File: config.mk
export PLATFORM = sky130hd
export DESIGN_NAME = fpu_int16_to_fp80
export DESIGN_NICKNAME = d
export VERILOG_FILES = /design/src/rtl/fpu_pkg.sv /design/src/rtl/fpu_lzc16.sv /design/src/rtl/fpu_int16_to_fp80.sv
export SDC_FILE = /design/constraint.sdc
export NUM_CORES = 1
export LEC_CHECK = 0
export BUFFER_PORTS_ARGS = -buffer_cell sky130_fd_sc_hd__buf_2
export CAP_MARGIN = 5
export CORE_MARGIN = 2
export CORE_UTILIZATION = 40
export CTS_CLUSTER_SIZE = 10
export DETAILED_ROUTE_END_ITERATION = 10
export PLACE_DENSITY = 0.7
export SLEW_MARGIN = 30
export SYNTH_ARGS = -nofsm -noshare
export SYNTH_HDL_FRONTEND = slang
export SYNTH_SLANG_ARGS = --single-unit
File: constraint.sdc
create_clock -name clk -period 2.55 [get_ports clk]
set_clock_uncertainty 0.15 [all_clocks]
set_input_delay 0.765 -clock clk [delete_from_list [all_inputs] [get_ports clk]]
set_output_delay 0.765 -clock clk [all_outputs]
set_load 0.02 [all_outputs]
File: src/rtl/fpu_pkg.sv
// -----------------------------------------------------------------------------
// fpu_pkg
// Shared definitions for the FP80 load/store integer converters of the 8087
// datapath: FP80 field widths and bias, the converter state encoding, the
// rounding-mode encodings used by the store converters, and a packing helper.
// No ports (package).
// -----------------------------------------------------------------------------
package fpu_pkg;

    // FP80 format constants
    localparam int          FP80_EXP_BIAS = 16383;
    localparam logic [14:0] FP80_EXP_MAX  = 15'h7FFF;
    localparam int          EXP_W         = 15;
    localparam int          MANT_W        = 64;
    localparam int          FP80_W        = 1 + EXP_W + MANT_W;

    // Converter state encoding (IDLE must be the reset encoding)
    typedef enum logic [0:0] {
        CVT_IDLE = 1'b0,
        CVT_NORM = 1'b1
    } cvt_state_e;

    // x87 rounding-control encodings, shared with the store converters
    localparam logic [1:0] RND_NEAREST = 2'b00;
    localparam logic [1:0] RND_DOWN    = 2'b01;
    localparam logic [1:0] RND_UP      = 2'b10;
    localparam logic [1:0] RND_ZERO    = 2'b11;

    // Assemble an FP80 word from its fields {sign, exp, mant}
    function automatic logic [FP80_W-1:0] fp80_pack(
        input logic              sign,
        input logic [EXP_W-1:0]  exp,
        input logic [MANT_W-1:0] mant
    );
        return {sign, exp, mant};
    endfunction

endpackage

File: src/rtl/fpu_lzc16.sv
// -----------------------------------------------------------------------------
// fpu_lzc16
// 16-bit leading-zero counter. Returns the number of zero bits above the most
// significant set bit; returns 16 when the input is all zeros. Purely
// combinational so it can sit in the normalization path of the int loaders.
// Ports:
//   i_data  [15:0] in   value to scan
//   o_count [4:0]  out  leading-zero count (0..16)
// -----------------------------------------------------------------------------
module fpu_lzc16 (
    input  logic [15:0] i_data,
    output logic [4:0]  o_count
);

    // Scan upward; the highest set bit is the last one to write the count
    always_comb begin
        o_count = 5'd16;
        for (int i = 0; i < 16; i++) begin
            o_count = i_data[i] ? 5'(15 - i) : o_count;
        end
    end

endmodule

File: src/rtl/fpu_int16_to_fp80.sv
// -----------------------------------------------------------------------------
// fpu_int16_to_fp80
// Converts a 16-bit two's-complement integer to FP80 extended precision
// (FILD word). The conversion is always exact, so no exception flags exist.
// Default build normalizes one bit per cycle; with FPU_FAST_NORM_EN defined a
// leading-zero counter normalizes in a single NORM cycle. Results are
// bit-identical between builds, only latency differs.
// Ports:
//   clk     in   1   clock
//   reset   in   1   asynchronous, active-high reset
//   enable  in   1   start request, sampled only in IDLE
//   int_in  in   16  signed integer operand
//   fp_out  out  80  {sign, exp[14:0], mant[63:0]}, explicit integer bit mant[63]
//   done    out  1   one-cycle completion pulse
//   busy    out  1   conversion in progress
// Configuration macro: FPU_FAST_NORM_EN
// -----------------------------------------------------------------------------
module fpu_int16_to_fp80
    import fpu_pkg::*;
#(
    parameter int EXP_BIAS = FP80_EXP_BIAS
) (
    input  logic        clk,
    input  logic        reset,
    input  logic        enable,
    input  logic [15:0] int_in,
    output logic [79:0] fp_out,
    output logic        done,
    output logic        busy
);

    // Exponent of a value whose MSB sits at bit 15 of the magnitude
    localparam logic [EXP_W-1:0] EXP_TOP = EXP_W'(EXP_BIAS + 15);

    cvt_state_e        r_state;
    logic              r_sign;
    logic [15:0]       r_mag;
    logic [EXP_W-1:0]  r_exp;
    logic [79:0]       r_fp_out;
    logic              r_done;
    logic              r_busy;

    logic              w_in_neg;
    logic [15:0]       w_in_mag;
    logic              w_in_zero;
    logic              w_norm_last;
    logic [15:0]       w_mag_norm;
    logic [EXP_W-1:0]  w_exp_norm;

    // -32768 negates to itself, which is exactly 0x8000 as an unsigned magnitude
    assign w_in_neg  = int_in[15];
    assign w_in_mag  = w_in_neg ? (16'd0 - int_in) : int_in;
    assign w_in_zero = (int_in == 16'd0);

`ifdef FPU_FAST_NORM_EN
    logic [4:0] w_lz;

    fpu_lzc16 u_lzc (
        .i_data  (r_mag),
        .o_count (w_lz)
    );

    // r_mag is never zero in NORM, so lz is at most 15 and exp stays >= bias
    assign w_norm_last = 1'b1;
    assign w_mag_norm  = r_mag << w_lz;
    assign w_exp_norm  = r_exp - {{(EXP_W-5){1'b0}}, w_lz};
`else
    // Iterative build: finish once the shifting has brought the MSB to bit 15
    assign w_norm_last = r_mag[15];
    assign w_mag_norm  = r_mag;
    assign w_exp_norm  = r_exp;
`endif

    // Conversion FSM, datapath registers and registered outputs
    always_ff @(posedge clk or posedge reset) begin
        if (reset) begin
            r_state  <= CVT_IDLE;
            r_sign   <= 1'b0;
            r_mag    <= 16'h0000;
            r_exp    <= {EXP_W{1'b0}};
            r_fp_out <= 80'h0;
            r_done   <= 1'b0;
            r_busy   <= 1'b0;
        end else begin
            r_done <= 1'b0;
            case (r_state)
                CVT_IDLE: begin
                    if (enable) begin
                        r_sign <= w_in_neg;
                        r_mag  <= w_in_mag;
                        r_exp  <= EXP_TOP;
                        if (w_in_zero) begin
                            // Zero is always +0; the sign bit cannot be set here
                            r_fp_out <= 80'h0;
                            r_done   <= 1'b1;
                        end else begin
                            r_state <= CVT_NORM;
                            r_busy  <= 1'b1;
                        end
                    end else begin
                        r_state <= CVT_IDLE;
                    end
                end
                CVT_NORM: begin
                    if (w_norm_last) begin
                        r_fp_out <= fp80_pack(r_sign, w_exp_norm, {w_mag_norm, 48'h0});
                        r_done   <= 1'b1;
                        r_busy   <= 1'b0;
                        r_state  <= CVT_IDLE;
                    end else begin
                        r_mag <= r_mag << 1;
                        r_exp <= r_exp - 15'd1;
                    end
                end
                default: begin
                    r_state <= CVT_IDLE;
                    r_busy  <= 1'b0;
                end
            endcase
        end
    end

    assign fp_out = r_fp_out;
    assign done   = r_done;
    assign busy   = r_busy;

endmodule

Word level (Yosys, flattened, before mapping) --
Cells that the tools add are included.
Operators by class: $add $sub $neg 2, equal/unequal tests 5, multiplexer cells 23, bitwise logic cells 1, reductions and logical operators 5
Operators with widths (number):
- $mux W80 | 3
- $pmux W80 S2 | 1
- $mux W16 | 3
- $pmux W16 S2 | 1
- $mux W15 | 2
- $pmux W15 S2 | 1
- $logic_not A16 Y1 | 1
- $sub A1 B16 Y16 const A | 1
- $sub A15 B1 Y15 const B | 1
- $mux W1 | 9
- $ne A2 B2 Y1 const B | 4
- $pmux W1 S2 | 3
- $reduce_and A3 Y1 | 2
- $reduce_and A2 Y1 | 2
- $ne A2 B1 Y1 const B | 1
- $not A1 Y1 | 1
Word-level totals: bits in registers 115, bits of input ports 19, output and inout port bits 82, word-level logic and storage cells 44

Logic depth before layout (Yosys ltp) --
Gate-level depths: netlist (run 1).
word-level depth 4, depth in mapped cells 7, depth with buffers taken out 6

Least setup slack after synthesis (run 1) --
Ideal clock, no wire load.
path type input to register, start input int_in[11], end register r_fp_out[66] (netlist: fp_out[66]), library setup time 0.133 ns, arrival 2.082 ns, required time 2.267 ns, path slack 0.185 ns, stages 5, buffers on the path 1, cells stage by stage nor4_1 -> nand4_1 -> nor3_1 -> clkbuf_1 -> o21ai_0
On the way: longest elaborated chain between the ends 3
Ends and longest elaborated chain:
- from (decl) | RTL line fpu_int16_to_fp80.sv:26 | input logic [15:0] int_in,
- $logic_not A16 Y1 | RTL line fpu_int16_to_fp80.sv:53 | assign w_in_zero = (int_in == 16'd0);
- $ne A2 B2 Y1 (no line)
- $reduce_and A3 Y1 (no line)
- to (signal assigned) | RTL line fpu_int16_to_fp80.sv:106 | r_fp_out <= fp80_pack(r_sign, w_exp_norm, {w_mag_norm, 48'h0});
- to (decl) | RTL line fpu_int16_to_fp80.sv:39 | logic [79:0] r_fp_out;
Every way passes these cells. A chain may end at the register's enable or synchronous reset.

Worst setup path after layout (run 1) --
start register r_exp[5], end register r_exp[14]
On the way: longest elaborated chain between the ends 3
Ends and longest elaborated chain:
- from (decl) | RTL line fpu_int16_to_fp80.sv:38 | logic [EXP_W-1:0] r_exp;
- from (signal assigned) | RTL line fpu_int16_to_fp80.sv:80 | r_exp <= {EXP_W{1'b0}};
- from (signal assigned) | RTL line fpu_int16_to_fp80.sv:112 | r_exp <= r_exp - 15'd1;
- $sub A15 B1 Y15 | RTL line fpu_int16_to_fp80.sv:112
- $mux W15 | RTL line fpu_int16_to_fp80.sv:105 | if (w_norm_last) begin
- $pmux W15 S2 | RTL line fpu_int16_to_fp80.sv:86 | case (r_state)
Every way passes these cells. The select of a mux whose other input is x is not followed.

==> results_dict.tcl, run 1 <==
set metrics [dict create \
    outcome "complete, no violations" \
    fp.dieW_um 102 \
    critPathMaxFanout 5 \
    pin_count 101 \
    min_period_ps 2250 \
    ys_seq_elements 67 \
    wl_per_cell_um 13.5 \
    power_frac_comb_pct 40.9 \
    grt_pass1_vias 2796 \
    finalHoldViolations 0 \
    viasPerCell 4.99 \
    p_sw_mw 1.74 \
    synth_enable_flop_cells 0 \
    grtUsageTotal_pct 16.7 \
    nNetsFinal 512 \
    power_density_nw_per_um2 988 \
    dp_cells 609 \
    synth.avg_cell_area_um2 8.74 \
    cp-start-kind "flip-flop" \
    intPower_mw 2.53 \
    io_buffers 52 \
    maxCapViolCount 0 \
    grt_max_degree 43 \
    cp-end-kind "flip-flop" \
    gp_congestion 0.819 \
    max_freq_mhz 444 \
    total_leakage_power_nw 2.02 \
    post-route-period-util_pct 88.3 \
    cts-root-buf "clkbuf_8" \
    yosysTopAreaCell "dfrtp_1" \
    cts_tree "done" \
    core.rowCount 35 \
    hold_slack_ps 355 \
    synth_area_leaders "dfrtp_1 (44%), buf_4 (9.4%), nand2_1 (7.9%), o21ai_0 (6.5%), mux2i_1 (3.7%)" \
    die_h_um 102 \
    wl_um 8430 \
    cts.sinks 67 \
    core_um2 9240 \
    crit_type "flip-flop to flip-flop" \
    synth_ff_type "dfrtp_1" \
    antenna_found_initial 0 \
    yosysTopAreaCellShare_pct 43.8 \
    path_clk_slew_ps 70 \
    ant_nets 0 \
    ctsResizeCount 0 \
    syn_area_um2 3830 \
    via_count 3112 \
    cts_hold_buf 0 \
    pwr-share-clk_pct 20.8 \
    drc_errors 0 \
    dieArea_um2 10400 \
    grt_overflow_total 0 \
    cts.path.max_buffers 2 \
    slew_headroom_pct 56.6 \
    p_sw_share_pct 40.7 \
    place_area_um2 4120 \
    drive_above_1_share_pct 19.6 \
    start_util_pct 41.4 \
    syn_to_final_growth_pct 12.9 \
    post_cts_buffers 0 \
    tightestPinTransition_ps 650 \
    num_antenna_cells 0 \
    grt_pass1_wl_um 13700 \
    setup_tns_ps 0 \
    nFillCells 911 \
    grt_setup_unrepaired "false" \
    cp.arrival_ps 2380 \
    drv_slew 0 \
    cp.required_ps 2680 \
    async_reset_ff_share_pct 100 \
    synth-warning-count 0 \
    hpwl_um 6170 \
    min_path_type "primary input to async pin" \
    ir_drop_v 0.000409 \
    fin_cells 624 \
    cts_buffers 9 \
    stdcell_area_um2 4320 \
    synth_cell_types 40 \
    postSynthCellCount 438 \
    drtIter0Drc 159 \
    clk_latency_ps 340 \
    seq_power_share_pct 38.3 \
    first_pass_iters 4 \
    setup_violations 0 \
    htree_num_levels 3 \
    synth-seq-area-share_pct 43.8 \
]
==> layout make-up <==
cell class | count | area (µm²) | area share [%]
clock buffer | 11 | 151 | 3.50
clock inverter | 4 | 50.0 | 1.16
inverter | 15 | 60.1 | 1.39
multi-input combinational | 330 | 1820 | 42.0
sequential | 67 | 1680 | 38.8
tap | 129 | 161 | 3.73
timing repair buffer | 68 | 405 | 9.38
==> power by group through the flow <==
| stage | Combinational [mW] | Sequential, mW | Clock [mW] |
|---|---|---|---|
| after floorplan | 1.13 | 1.81 | 0 |
| after global placement | 1.71 | 1.64 | 0 |
| after detailed placement | 1.75 | 1.65 | 0 |
| after CTS | 1.76 | 1.63 | 0.901 |
| after global routing | 1.97 | 1.69 | 0.942 |
| final | 1.75 | 1.63 | 0.888 |
==> worst max-delay path, cell delays in order, from the launching register on <==
cell and delay (ps):
dfrtp_1 440, or4_4 570, or4_4 470, or4_1 480, nand3_1 90
==> registers in the layout, summed over array words and instances (netlist names) <==
signal   cells
fp_out      32
r_mag       16
r_exp       15
busy         1
done         1
r_sign       1
r_state      1
==> path summary, 6_finish.rpt <==
check | slack (ps) | to | from | cells past startpoint
min reg2reg | 360 | busy | busy | 2
min | 350 | fp_out[74] | reset | 2
max | 300 | r_exp[14] | r_exp[5] | 4
max in group asynchronous | 1250 | fp_out[48] | reset | 3
min in group clk | 360 | busy | busy | 2
max reg2reg | 300 | r_exp[14] | r_exp[5] | 4
==> cells by family after synthesis <==
| family | Yosys count | share of synthesized area, % |
|---|---|---|
| other cells | 1 | 0.0980 |
| xor+xnor | 6 | 1.37 |
| fa+ha+maj | 2 | 0.654 |
| simple gates | 161 | 21.2 |
| flops | 67 | 43.8 |
| mux | 20 | 5.43 |
| compound gates | 93 | 14.0 |
| buf+inv | 88 | 13.4 |
==> cell usage after synthesis, drive strengths merged, types with 6 or more instances <==
master  instances
mux2            6
o21ai          50
nand2b          6
inv            15
a21oi          10
o22ai          12
buf            55
nor2b           9
dfrtp          67
nor2           12
o211ai         12
nor3            7
nand2          81
nand3b         11
clkbuf         18
mux2i          14
==> cell usage in the layout, fill, tap and decap left out, types with 2 or more instances in the layout <==
| master | n |
|---|---|
| inv_1 | 14 |
| or2_2 | 2 |
| or4_4 | 2 |
| xor2_1 | 2 |
| dfrtp_1 | 67 |
| buf_12 | 2 |
| nand4_1 | 4 |
| clkbuf_8 | 11 |
| mux2_2 | 6 |
| nor2b_1 | 9 |
| nand3_1 | 5 |
| xnor2_1 | 4 |
| mux2i_1 | 14 |
| clkinvlp_4 | 3 |
| nor3_1 | 6 |
| nand3b_1 | 11 |
| nor4_1 | 5 |
| or3_1 | 3 |
| o31ai_1 | 4 |
| nor3b_1 | 4 |
| nand2_1 | 81 |
| o211ai_1 | 12 |
| or4_1 | 2 |
| nand4b_1 | 5 |
| o22ai_1 | 12 |
| o21ai_0 | 50 |
| a21oi_1 | 10 |
| nor2_1 | 12 |
| buf_4 | 14 |
| buf_2 | 52 |
| conb_1 | 48 |
| ha_1 | 2 |
| nand2b_1 | 6 |
==> layer usage <==
| metal | vias to the layer above | wire length [µm] | global-route usage, % |
|---|---|---|---|
| met1 | 1468 | 4010 | 25.0 |
| met2 | 117 | 3740 | 24.2 |
| li1 | 1522 | - | - |
| met4 | 0 | 76 | 6.44 |
| met3 | 5 | 604 | 2.55 |
| met5 | - | 0 | 0 |
==> stage by stage <==
| stage | worst slack, ps | power (mW) | util (%) |
|---|---|---|---|
| after global placement | 194 | 3.35 | 44.6 |
| after detailed placement | 138 | 3.41 | 44.6 |
| after floorplan | 185 | 2.93 | - |
| after CTS | 298 | 4.30 | 46.8 |
| final | 298 | 4.27 | 46.8 |
| after global routing | 223 | 4.60 | 46.8 |
Note: power is estimated with default switching activity, not from simulation.
==> run 2: changes to the inputs <==
Settings changed: ABC_AREA from default to 1.
==> run 2 against run 1 <==
- combinational power down 2%
- final area down 0.55%
- total power up 8.3%
- routed wire length down 3.7%
- maximum frequency up 2.3%
- largest cell class unchanged
==> results_dict.tcl, run 2 <==
set metrics [dict create \
    outcome "complete, no violations" \
    stdcell_area_um2 4300 \
    antenna_found_initial 0 \
    wl_per_cell_um 12.4 \
    total_leakage_power_nw 2.18 \
    wl_um 8120 \
    tightestPinTransition_ps 540 \
    regArea_um2 1680 \
    cts.sinks 67 \
    cts_tree "done" \
    p_sw_share_pct 39.8 \
    drv_slew 0 \
    critPathMaxFanout 33 \
    yosysTopAreaCellShare_pct 43.6 \
    syn_to_final_growth_pct 11.8 \
    cts-root-buf "clkbuf_8" \
    drc_errors 0 \
    syn_area_um2 3840 \
    synth_area_leaders "dfrtp_1 (44%), buf_4 (10%), nand2_1 (8.2%), nand3_1 (7.2%), o21ai_0 (4.7%)" \
    drtIter0Drc 194 \
    drive_above_1_share_pct 20.9 \
    place_area_um2 4010 \
    cp.arrival_ps 2340 \
    num_antenna_cells 0 \
    nNetsFinal 542 \
    synth-seq-area-share_pct 43.6 \
    grt_max_degree 68 \
    setup_violations 0 \
    nFillCells 914 \
    gp_congestion 0.867 \
    dieArea_um2 10400 \
    cp.required_ps 2690 \
    cts_buffers 9 \
    crit_type "primary input to flip-flop" \
    total_power_mw 4.63 \
    power_density_nw_per_um2 1080 \
    ant_nets 0 \
    final_util_pct 46.3 \
    start_util_pct 41.4 \
    grtUsageTotal_pct 16.1 \
    clk_latency_ps 350 \
    via_count 3121 \
    core.rowCount 35 \
    max_freq_mhz 454 \
    layout_common_cells "nand2_1 (84), dfrtp_1 (67), nand3_1 (55)" \
    maxCapViolCount 0 \
    viasPerCell 4.76 \
    grt_overflow_total 0 \
    min_period_ps 2200 \
    pin_count 101 \
    yosys.cell_count.top_type "nand2_1" \
    seq_power_share_pct 35.9 \
    postSynthCellCount 474 \
    cts_hold_buf 0 \
    cp-start-kind "primary input" \
    async_reset_ff_share_pct 100 \
    hpwl_um 5870 \
    yosysTopAreaCell "dfrtp_1" \
    ir_drop_v 0.000332 \
    cts.path.max_buffers 2 \
    hold_slack_ps 336 \
    htree_num_levels 3 \
    post-route-period-util_pct 86.3 \
    min_path_type "primary input to async pin" \
    intPower_mw 2.79 \
    slew_headroom_pct 64.0 \
    synth_cell_types 34 \
    core_um2 9280 \
    fp.dieW_um 102 \
    synth.avg_cell_area_um2 8.11 \
    synth_enable_flop_cells 0 \
    multi_input_area_um2 1690 \
    layout_commonest_cell "nand2_1" \
    power_frac_comb_pct 36.9 \
    largest_reg_flops 32 \
    cp-end-kind "flip-flop" \
    finalHoldViolations 0 \
    io_buffers 52 \
    synth-warning-count 0 \
    pwr-share-clk_pct 27.2 \
    die_h_um 102 \
    ctsResizeCount 0 \
    yosys-top-cells-count "nand2_1 (84), dfrtp_1 (67), nand3_1 (55), buf_4 (51), inv_1 (43)" \
    grt_pass1_vias 2831 \
    post_cts_buffers 0 \
    path_clk_slew_ps 70 \
    ys_seq_elements 67 \
    synth_ff_type "dfrtp_1" \
    grt_setup_unrepaired "false" \
    first_pass_iters 5 \
    grt_pass1_wl_um 13200 \
    p_sw_mw 1.84 \
]
==> run 2: per-layer routing <==
metal  vias to the layer above  share of wire [%]  track usage [%]
li1                       1549                  -                -
met2                       118                 45             24.7
met5                         -                  0                0
met4                         0                1.5             6.36
met1                      1443                 47             22.1
met3                        11                6.6             3.69
==> run 2: per-stage QoR <==
step           setup TNS (ps)  worst slack [ps]  std cells
5_1_grt                     0               168        655
4_1_cts                     0               346        655
2_1_floorplan               0               525        521
6_report                    0               349        655
3_5_place_dp            -14.8             -7.91        639
3_3_place_gp                0              81.6        639
==> run 2: final timing paths <==
| path | from | endpoint | slack, ps | depth (start not counted) |
|---|---|---|---|---|
| min reg2reg | r_exp[14] | r_exp[14] | 340 | 2 |
| min | reset | fp_out[57] | 340 | 3 |
| max | int_in[0] | fp_out[49] | 350 | 11 |
| max in group asynchronous | reset | r_exp[6] | 1610 | 3 |
| max reg2reg | r_state | fp_out[49] | 740 | 6 |
| min in group clk | r_exp[14] | r_exp[14] | 340 | 2 |
==> run 2: logic make-up (layout without fill, tap and decap cells) <==
logic type,Yosys count,count (layout),synth area share [%]
XOR/XNOR,1,1,0.228
adder cells (fa/ha/maj),2,2,0.651
buffers and inverters,114,119,17.1
flip-flops,67,67,43.6
other,1,48,0.0975
AND/OR/NAND/NOR,208,208,26.7
AO/OA/AOI/OAI,81,81,11.7
==> run 2: critical path, stage by stage <==
cell and delay (ps):
buf_2 100, inv_1 80, ha_1 210, nand3_2 160
inv_1 120, nand2_2 70, inv_2 80, nand3_4 360
nand2_2 230, nand3_1 100, nand2_1 60
==> run 2: layout make-up <==
type,instances,area share (%)
clock buffers,9,2.88
clock inverters,7,3.81
inverters,47,4.19
multi-input cells,340,39.3
flip-flops and latches,67,39.0
well taps,129,3.76
repair buffers,56,7.05
==> run 2: power groups by stage <==
stage	clock (mW)	sequential (mW)	combinational (mW)
CTS	1.27	1.66	1.71
global route	1.32	1.71	1.93
global placement	0	1.67	1.67
floorplan	0	1.85	1.13
finish	1.26	1.66	1.71
detailed placement	0	1.68	1.71
